`config.mk`:
```
export PLATFORM = sky130hd
export DESIGN_NAME = instr_line_fill_ctrl
export DESIGN_NICKNAME = d
export VERILOG_FILES = /design/src/rtl/instr_line_fill_ctrl_pkg.sv /design/src/rtl/instr_line_fill_ctrl_line_assembler.sv /design/src/rtl/instr_line_fill_ctrl.sv
export SDC_FILE = /design/constraint.sdc
export NUM_CORES = 1
export LEC_CHECK = 0
export ABC_AREA = 1
export BUFFER_PORTS_ARGS = -buffer_cell sky130_fd_sc_hd__buf_2
export CORE_UTILIZATION = 45
export CTS_CLUSTER_DIAMETER = 40
export DETAILED_ROUTE_END_ITERATION = 7
export PLACE_DENSITY = 0.73
export SLEW_MARGIN = 20
export SYNTH_ARGS = -nofsm -noshare
export SYNTH_HDL_FRONTEND = slang
export SYNTH_SLANG_ARGS = --single-unit
```
`constraint.sdc`:
```
create_clock -name CLK -period 1.8 [get_ports CLK]
set_clock_uncertainty 0.1 [all_clocks]
set_input_delay 0.18 -clock CLK [delete_from_list [all_inputs] [get_ports CLK]]
set_output_delay 0.18 -clock CLK [all_outputs]
set_load 0.1 [all_outputs]
```
`src/rtl/instr_line_fill_ctrl_pkg.sv`:
```
// ---------------------------------------------------------------------------
// instr_line_fill_ctrl_pkg
// Shared definitions for the instruction line-fill controller:
//   - FSM state encoding (IFILL_IDLE .. IFILL_HOLD)
//   - bus / line geometry constants
//   - line-address alignment mask (3 low word-address bits cleared)
// ---------------------------------------------------------------------------
package instr_line_fill_ctrl_pkg;

  localparam int IFILL_BUS_W      = 64;
  localparam int IFILL_BEATS      = 4;
  localparam int IFILL_LINE_W     = IFILL_BUS_W * IFILL_BEATS;
  localparam int IFILL_BEAT_CNT_W = $clog2(IFILL_BEATS);

  // A line holds 8 words, so the low 3 word-address bits select within it.
  localparam int          IFILL_LINE_OFS_BITS = 3;
  localparam logic [31:0] IFILL_LINE_MASK =
    {{(32 - IFILL_LINE_OFS_BITS){1'b1}}, {IFILL_LINE_OFS_BITS{1'b0}}};

  typedef enum logic [2:0] {
    IFILL_IDLE = 3'd0,
    IFILL_REQ  = 3'd1,
    IFILL_BEAT = 3'd2,
    IFILL_DONE = 3'd3,
    IFILL_HOLD = 3'd4
  } ifill_state_e;

endpackage

```
`src/rtl/instr_line_fill_ctrl_line_assembler.sv`:
```
// ---------------------------------------------------------------------------
// ifill_line_assembler
// Beat counter plus line register. Each write inserts one bus beat at the
// slot selected by the counter; load replaces the whole line at once.
// Ports:
//   CLK, RESET     clock, asynchronous active-low reset
//   clear          restart the beat counter at slot 0
//   write          insert beat_data at the current slot, advance counter
//   load           overwrite the line with load_data
//   beat_data      one bus beat
//   load_data      complete replacement line
//   line           registered assembled line
//   done           write of the final beat is happening this cycle
// ---------------------------------------------------------------------------
module ifill_line_assembler #(
  parameter int BUS_W      = 64,
  parameter int BEATS      = 4,
  parameter int BEAT_CNT_W = 2,
  parameter int LINE_W     = 256
) (
  input  logic              CLK,
  input  logic              RESET,
  input  logic              clear,
  input  logic              write,
  input  logic              load,
  input  logic [BUS_W-1:0]  beat_data,
  input  logic [LINE_W-1:0] load_data,
  output logic [LINE_W-1:0] line,
  output logic              done
);

  logic [BEAT_CNT_W-1:0] cnt_r;
  logic [LINE_W-1:0]     line_r;

  // Beat counter and slot insertion into the line register.
  always_ff @(posedge CLK or negedge RESET) begin
    if (!RESET) begin
      cnt_r  <= '0;
      line_r <= '0;
    end else if (clear) begin
      cnt_r <= '0;
    end else if (load) begin
      line_r <= load_data;
    end else if (write) begin
      for (int k = 0; k < BEATS; k++) begin
        if (cnt_r == BEAT_CNT_W'(k)) begin
          line_r[k*BUS_W +: BUS_W] <= beat_data;
        end
      end
      cnt_r <= cnt_r + {{(BEAT_CNT_W-1){1'b0}}, 1'b1};
    end
  end

  assign line = line_r;
  assign done = write && (cnt_r == BEAT_CNT_W'(BEATS - 1));

endmodule

```
`src/rtl/instr_line_fill_ctrl.sv`:
```
// ---------------------------------------------------------------------------
// instr_line_fill_ctrl
// Services L1 instruction-cache misses: one bus request per 256-bit line,
// four 64-bit read beats assembled into mem_data, delivered with a one-cycle
// mem_valid pulse. The line is only delivered if the L1 still requests the
// same line when the burst finishes.
// Optional build macro: IFILL_LINE_BUFFER_EN adds a one-entry line buffer
// that answers a repeat request for the last delivered line without bus use.
// Ports:
//   CLK, RESET          clock, asynchronous active-low reset
//   mem_req/mem_address fill request (level) and word address from L1
//   mem_data/mem_valid  assembled line and its delivery pulse
//   bus_req/bus_addr    memory read request and current beat word address
//   bus_gnt             request accepted (single cycle)
//   bus_rdata/bus_rvalid read beat and its qualifier
// ---------------------------------------------------------------------------
module instr_line_fill_ctrl
  import instr_line_fill_ctrl_pkg::*;
#(
  parameter int BUS_W      = IFILL_BUS_W,
  parameter int LINE_W     = IFILL_LINE_W,
  parameter int BEATS      = IFILL_BEATS,
  parameter int BEAT_CNT_W = IFILL_BEAT_CNT_W
) (
  input  logic              CLK,
  input  logic              RESET,
  input  logic              mem_req,
  input  logic [31:0]       mem_address,
  output logic [LINE_W-1:0] mem_data,
  output logic              mem_valid,
  output logic              bus_req,
  output logic [31:0]       bus_addr,
  input  logic              bus_gnt,
  input  logic [BUS_W-1:0]  bus_rdata,
  input  logic              bus_rvalid
);

  ifill_state_e      state_r;
  logic [31:0]       line_addr_r;
  logic              bus_req_r;
  logic [31:0]       bus_addr_r;
  logic              mem_valid_r;
  logic              hit_pend_r;

  logic [31:0]       req_line_s;
  logic              req_match_s;
  logic              asm_clear_s;
  logic              asm_write_s;
  logic              asm_load_s;
  logic              asm_done_s;
  logic              buf_hit_s;
  logic [LINE_W-1:0] load_line_s;

  assign req_line_s  = mem_address & IFILL_LINE_MASK;
  assign req_match_s = mem_req && (req_line_s == line_addr_r);

  // Beats are only accepted in BEAT; the counter restarts on the grant.
  assign asm_clear_s = (state_r == IFILL_REQ) && bus_gnt;
  assign asm_write_s = (state_r == IFILL_BEAT) && bus_rvalid;
  assign asm_load_s  = (state_r == IFILL_IDLE) && mem_req && buf_hit_s;

`ifdef IFILL_LINE_BUFFER_EN
  logic              buf_valid_r;
  logic [31:0]       buf_addr_r;
  logic [LINE_W-1:0] buf_line_r;

  // Copy each delivered line; mem_data is final during the mem_valid cycle.
  always_ff @(posedge CLK or negedge RESET) begin
    if (!RESET) begin
      buf_valid_r <= 1'b0;
      buf_addr_r  <= '0;
      buf_line_r  <= '0;
    end else if ((state_r == IFILL_DONE) && mem_valid_r) begin
      buf_valid_r <= 1'b1;
      buf_addr_r  <= line_addr_r;
      buf_line_r  <= mem_data;
    end
  end

  assign buf_hit_s   = buf_valid_r && (req_line_s == buf_addr_r);
  assign load_line_s = buf_line_r;
`else
  assign buf_hit_s   = 1'b0;
  assign load_line_s = '0;
`endif

  ifill_line_assembler #(
    .BUS_W      (BUS_W),
    .BEATS      (BEATS),
    .BEAT_CNT_W (BEAT_CNT_W),
    .LINE_W     (LINE_W)
  ) u_assembler (
    .CLK       (CLK),
    .RESET     (RESET),
    .clear     (asm_clear_s),
    .write     (asm_write_s),
    .load      (asm_load_s),
    .beat_data (bus_rdata),
    .load_data (load_line_s),
    .line      (mem_data),
    .done      (asm_done_s)
  );

  // Fill sequencing FSM with registered bus and delivery outputs.
  always_ff @(posedge CLK or negedge RESET) begin
    if (!RESET) begin
      state_r     <= IFILL_IDLE;
      line_addr_r <= '0;
      bus_req_r   <= 1'b0;
      bus_addr_r  <= '0;
      mem_valid_r <= 1'b0;
      hit_pend_r  <= 1'b0;
    end else begin
      case (state_r)
        IFILL_IDLE: begin
          mem_valid_r <= 1'b0;
          if (mem_req) begin
            line_addr_r <= req_line_s;
            if (buf_hit_s) begin
              // Line already loaded from the buffer; delivery decided in DONE.
              hit_pend_r <= 1'b1;
              state_r    <= IFILL_DONE;
            end else begin
              bus_req_r  <= 1'b1;
              bus_addr_r <= req_line_s;
              state_r    <= IFILL_REQ;
            end
          end
        end
        IFILL_REQ: begin
          if (bus_gnt) begin
            bus_req_r <= 1'b0;
            state_r   <= IFILL_BEAT;
          end
        end
        IFILL_BEAT: begin
          if (bus_rvalid) begin
            bus_addr_r <= bus_addr_r + 32'd2;
          end
          if (asm_done_s) begin
            // Deliver only if the L1 still wants this exact line.
            mem_valid_r <= req_match_s;
            state_r     <= IFILL_DONE;
          end
        end
        IFILL_DONE: begin
          if (hit_pend_r) begin
            hit_pend_r  <= 1'b0;
            mem_valid_r <= req_match_s;
          end else begin
            mem_valid_r <= 1'b0;
            state_r     <= mem_valid_r ? IFILL_HOLD : IFILL_IDLE;
          end
        end
        IFILL_HOLD: begin
          mem_valid_r <= 1'b0;
          if (!req_match_s) begin
            state_r <= IFILL_IDLE;
          end
        end
        default: begin
          state_r     <= IFILL_IDLE;
          bus_req_r   <= 1'b0;
          mem_valid_r <= 1'b0;
          hit_pend_r  <= 1'b0;
        end
      endcase
    end
  end

  assign bus_req   = bus_req_r;
  assign bus_addr  = bus_addr_r;
  assign mem_valid = mem_valid_r;

endmodule

```
==> impl_metrics.csv <==
group,metric,value,unit
sta,relSlewSlack,61.6,%
critical_path,r2r_start,"state_r[2]",
logic_synthesis,syn-num-nets,1659,
global_route,track_usage,27.6,%
clocking,cts_tree,"done",
routing,drt_pass1_iterations,6,
placed_design,dp_hpwl,29500,um
global_route,grt_pass1_vias,12639,
clocking,clock_sinks,323,
global_route,grtUsageMet1,33.7,%
routing,final_antenna_net_count,0,
logic_synthesis,synth_top_area_share,59.3,%
sta,max_freq,564,MHz
routing,drc_errors,0,
logic_synthesis,ys.flop_type,"dfrtp_1",
critical_path,r2r_cells,8,
logic_synthesis,synth_edf_count,0,
floorplan,start_util,45.9,%
logic_synthesis,synth.most_common_cell,"nand2_1",
clocking,cts.htree.levels,2,
floorplan,die_h,176,um
logic_synthesis,syn_inst,1553,
floorplan,num_rows,63,
clocking,cts_buffer_depth,3,
critical_path,crit_required,2120,ps
critical_path,start_kind,"flip-flop",
global_route,gr-usage-met2,45.8,%
sta,drv_slew,0,
routing,vias,12961,
critical_path,cp_max_fo,25,
clocking,clkTransAtPathRegs,60,ps
critical_path,crit_type,"reg2reg",
sta,period_needed,1770,ps
logic_synthesis,netlist_area,0.0136,mm2
global_route,grt_first_pass_wirelength,67200,um
sta,worst_pin_slew,579,ps
sta,hold_viol,0,
sta,fin_ws,27.2,ps
routing,drt_wl_total,44200,um
global_route,grt.busiest_layer,"met2",
logic_synthesis,yosysUniqueCellTypes,39,
logic_synthesis,synthArstFlopShare,100,%
logic_synthesis,syn_area_per_cell,8.78,um2
global_route,grtUsageMet3,5.88,%
clocking,clk_latency,520,ps
worst_hold_path,hp-class,"in2async",
sta,setup_tns,0,ps
logic_synthesis,synth_seq_cells,323,
logic_synthesis,synth_commonest_cells,"465 x nand2_1, 323 x dfrtp_1, 259 x o21ai_1",
placed_design,portBuffers,386,
routing,via_per_inst,5.19,
floorplan,die_area,0.0310,mm2
global_route,grt_max_degree,71,
clocking,clockRootBuffer,"clkbuf_16",
status,status,"completed",
cells_and_area,drive_gt1_share,28.9,%
critical_path,end_kind,"flip-flop",
critical_path,r2r-end,"u_assembler.line[231]",
sta,setup_viol,0,
global_route,grt-ovfl-total,0,
job,drv_cap,0,
placed_design,pre_cts_ws,-7.03,ps
clocking,numCtsBuffers,47,
logic_synthesis,synth.area.top_cells,"dfrtp_1 59%, nand2_1 13%, o21ai_1 9.5%",
sta,finalCritPeriodShare,98.5,%
sta,grt_setup_unrepaired,"yes",
critical_path,r2r_slack,30,ps
cells_and_area,area_growth,42.0,%
global_route,grt_antenna_before_repair,0,
placed_design,gp_congestion,0.961,
floorplan,die_w,176,um
logic_synthesis,ys_warn_count,0,
cells_and_area,num_antenna_cells,0,
cells_and_area,nNetsFinal,2180,
routing,drt-initial-drc-count,918,
floorplan,core,0.0297,mm2
logic_synthesis,seq_area_frac_synth,59.3,%
floorplan,ioPinCount,391,
logic_synthesis,synthDominantAreaCellType,"dfrtp_1",
critical_path,cp.arrival,2100,ps
routing,wl_per_cell,17.7,um
[logic make-up (layout without fill, tap and decap cells)]
family / after synthesis / in the layout / share of synthesized area, %
buf+inv: 238 / 794 / 7.21
flops: 323 / 323 / 59.3
simple gates: 607 / 607 / 18.3
xor+xnor: 16 / 16 / 1.03
fa+ha+maj: 5 / 5 / 0.459
compound gates: 359 / 359 / 13.4
other cells: 1 / 1 / 0.0275
mux: 4 / 4 / 0.330
[critical path, cell delays in order, from the launching register on]
cell and delay, ps:
dfrtp_1 420, nor2_4 150, inv_2 50, nor2_4 110, nand2_4 100, clkinv_4 120, nand2_8 140, clkbuf_16 250
o21ai_1 210
[sequential cells by signal (all words and copies together), names as in the netlist]
| name | count |
|---|---|
| bus_addr | 31 |
| u_assembler.line | 256 |
| line_addr_r | 29 |
| u_assembler.cnt_r | 2 |
| mem_valid | 1 |
| state_r | 3 |
| bus_req | 1 |
[layer usage]
layer | up-vias | wire (um)
li1 | 6033 | -
met4 | 0 | 2340
met2 | 609 | 21300
met1 | 6182 | 17200
met3 | 137 | 3370
met5 | - | 0
[layout by cell type, fill, tap and decap left out, types with 8 or more instances in the layout]
cell type	n
a21oi_1	20
buf_12	17
buf_2	381
buf_4	40
clkbuf_16	50
clkbuf_8	8
dfrtp_1	293
dfrtp_2	14
dfrtp_4	16
dlygate4sd3_1	97
inv_1	154
nand2_1	454
nand3_1	31
nand4_1	19
nor2_1	52
nor3_1	8
o21ai_0	64
o21ai_1	260
xnor2_1	9
[stage by stage]
step                      instance area (um2)  util, %  hold slack (ps)  instances
after floorplan                         13700        -             -216       1553
after global placement                  16500     55.4             70.8       2306
after detailed placement                16500     55.4             77.7       2306
after CTS                               19100     64.2              115       2487
after global routing                    19400     65.1              147       2499
final                                   19400     65.1              126       2499
[layout make-up]
type,instances,area [um2]
Tap cell,390,488
Inverter,162,613
Multi-Input combinational cell,992,4730
Sequential cell,323,8160
Clock buffer,61,1310
Clock inverter,23,317
Fill cell,2318,10400
Timing Repair Buffer,548,3730
[what timing repair did]
item	CTS	global route
hold buffers	97	0
setup buffers	0	9
endpoints found under the setup margin	19	49
endpoints found under the hold margin	621	0
pin swaps	0	11
resized for setup	6	34
cloned	0	3
[worst max-delay path by stage]
stage	to	slack, ps	startpoint	depth (start not counted)
2_1_floorplan	bus_addr[31]	-130	bus_addr[1]	10
3_3_place_gp	bus_addr[6]	30	state_r[1]	10
3_5_place_dp	u_assembler.line[240]	-7	state_r[1]	10
4_1_cts	bus_addr[6]	8	bus_addr[6]	2
5_1_grt	bus_addr[31]	-100	bus_addr[1]	10
6_report	u_assembler.line[231]	30	state_r[2]	8
Power is not shown: default switching activity piles up to over one toggle a cycle in this logic, so the estimate is an artifact.
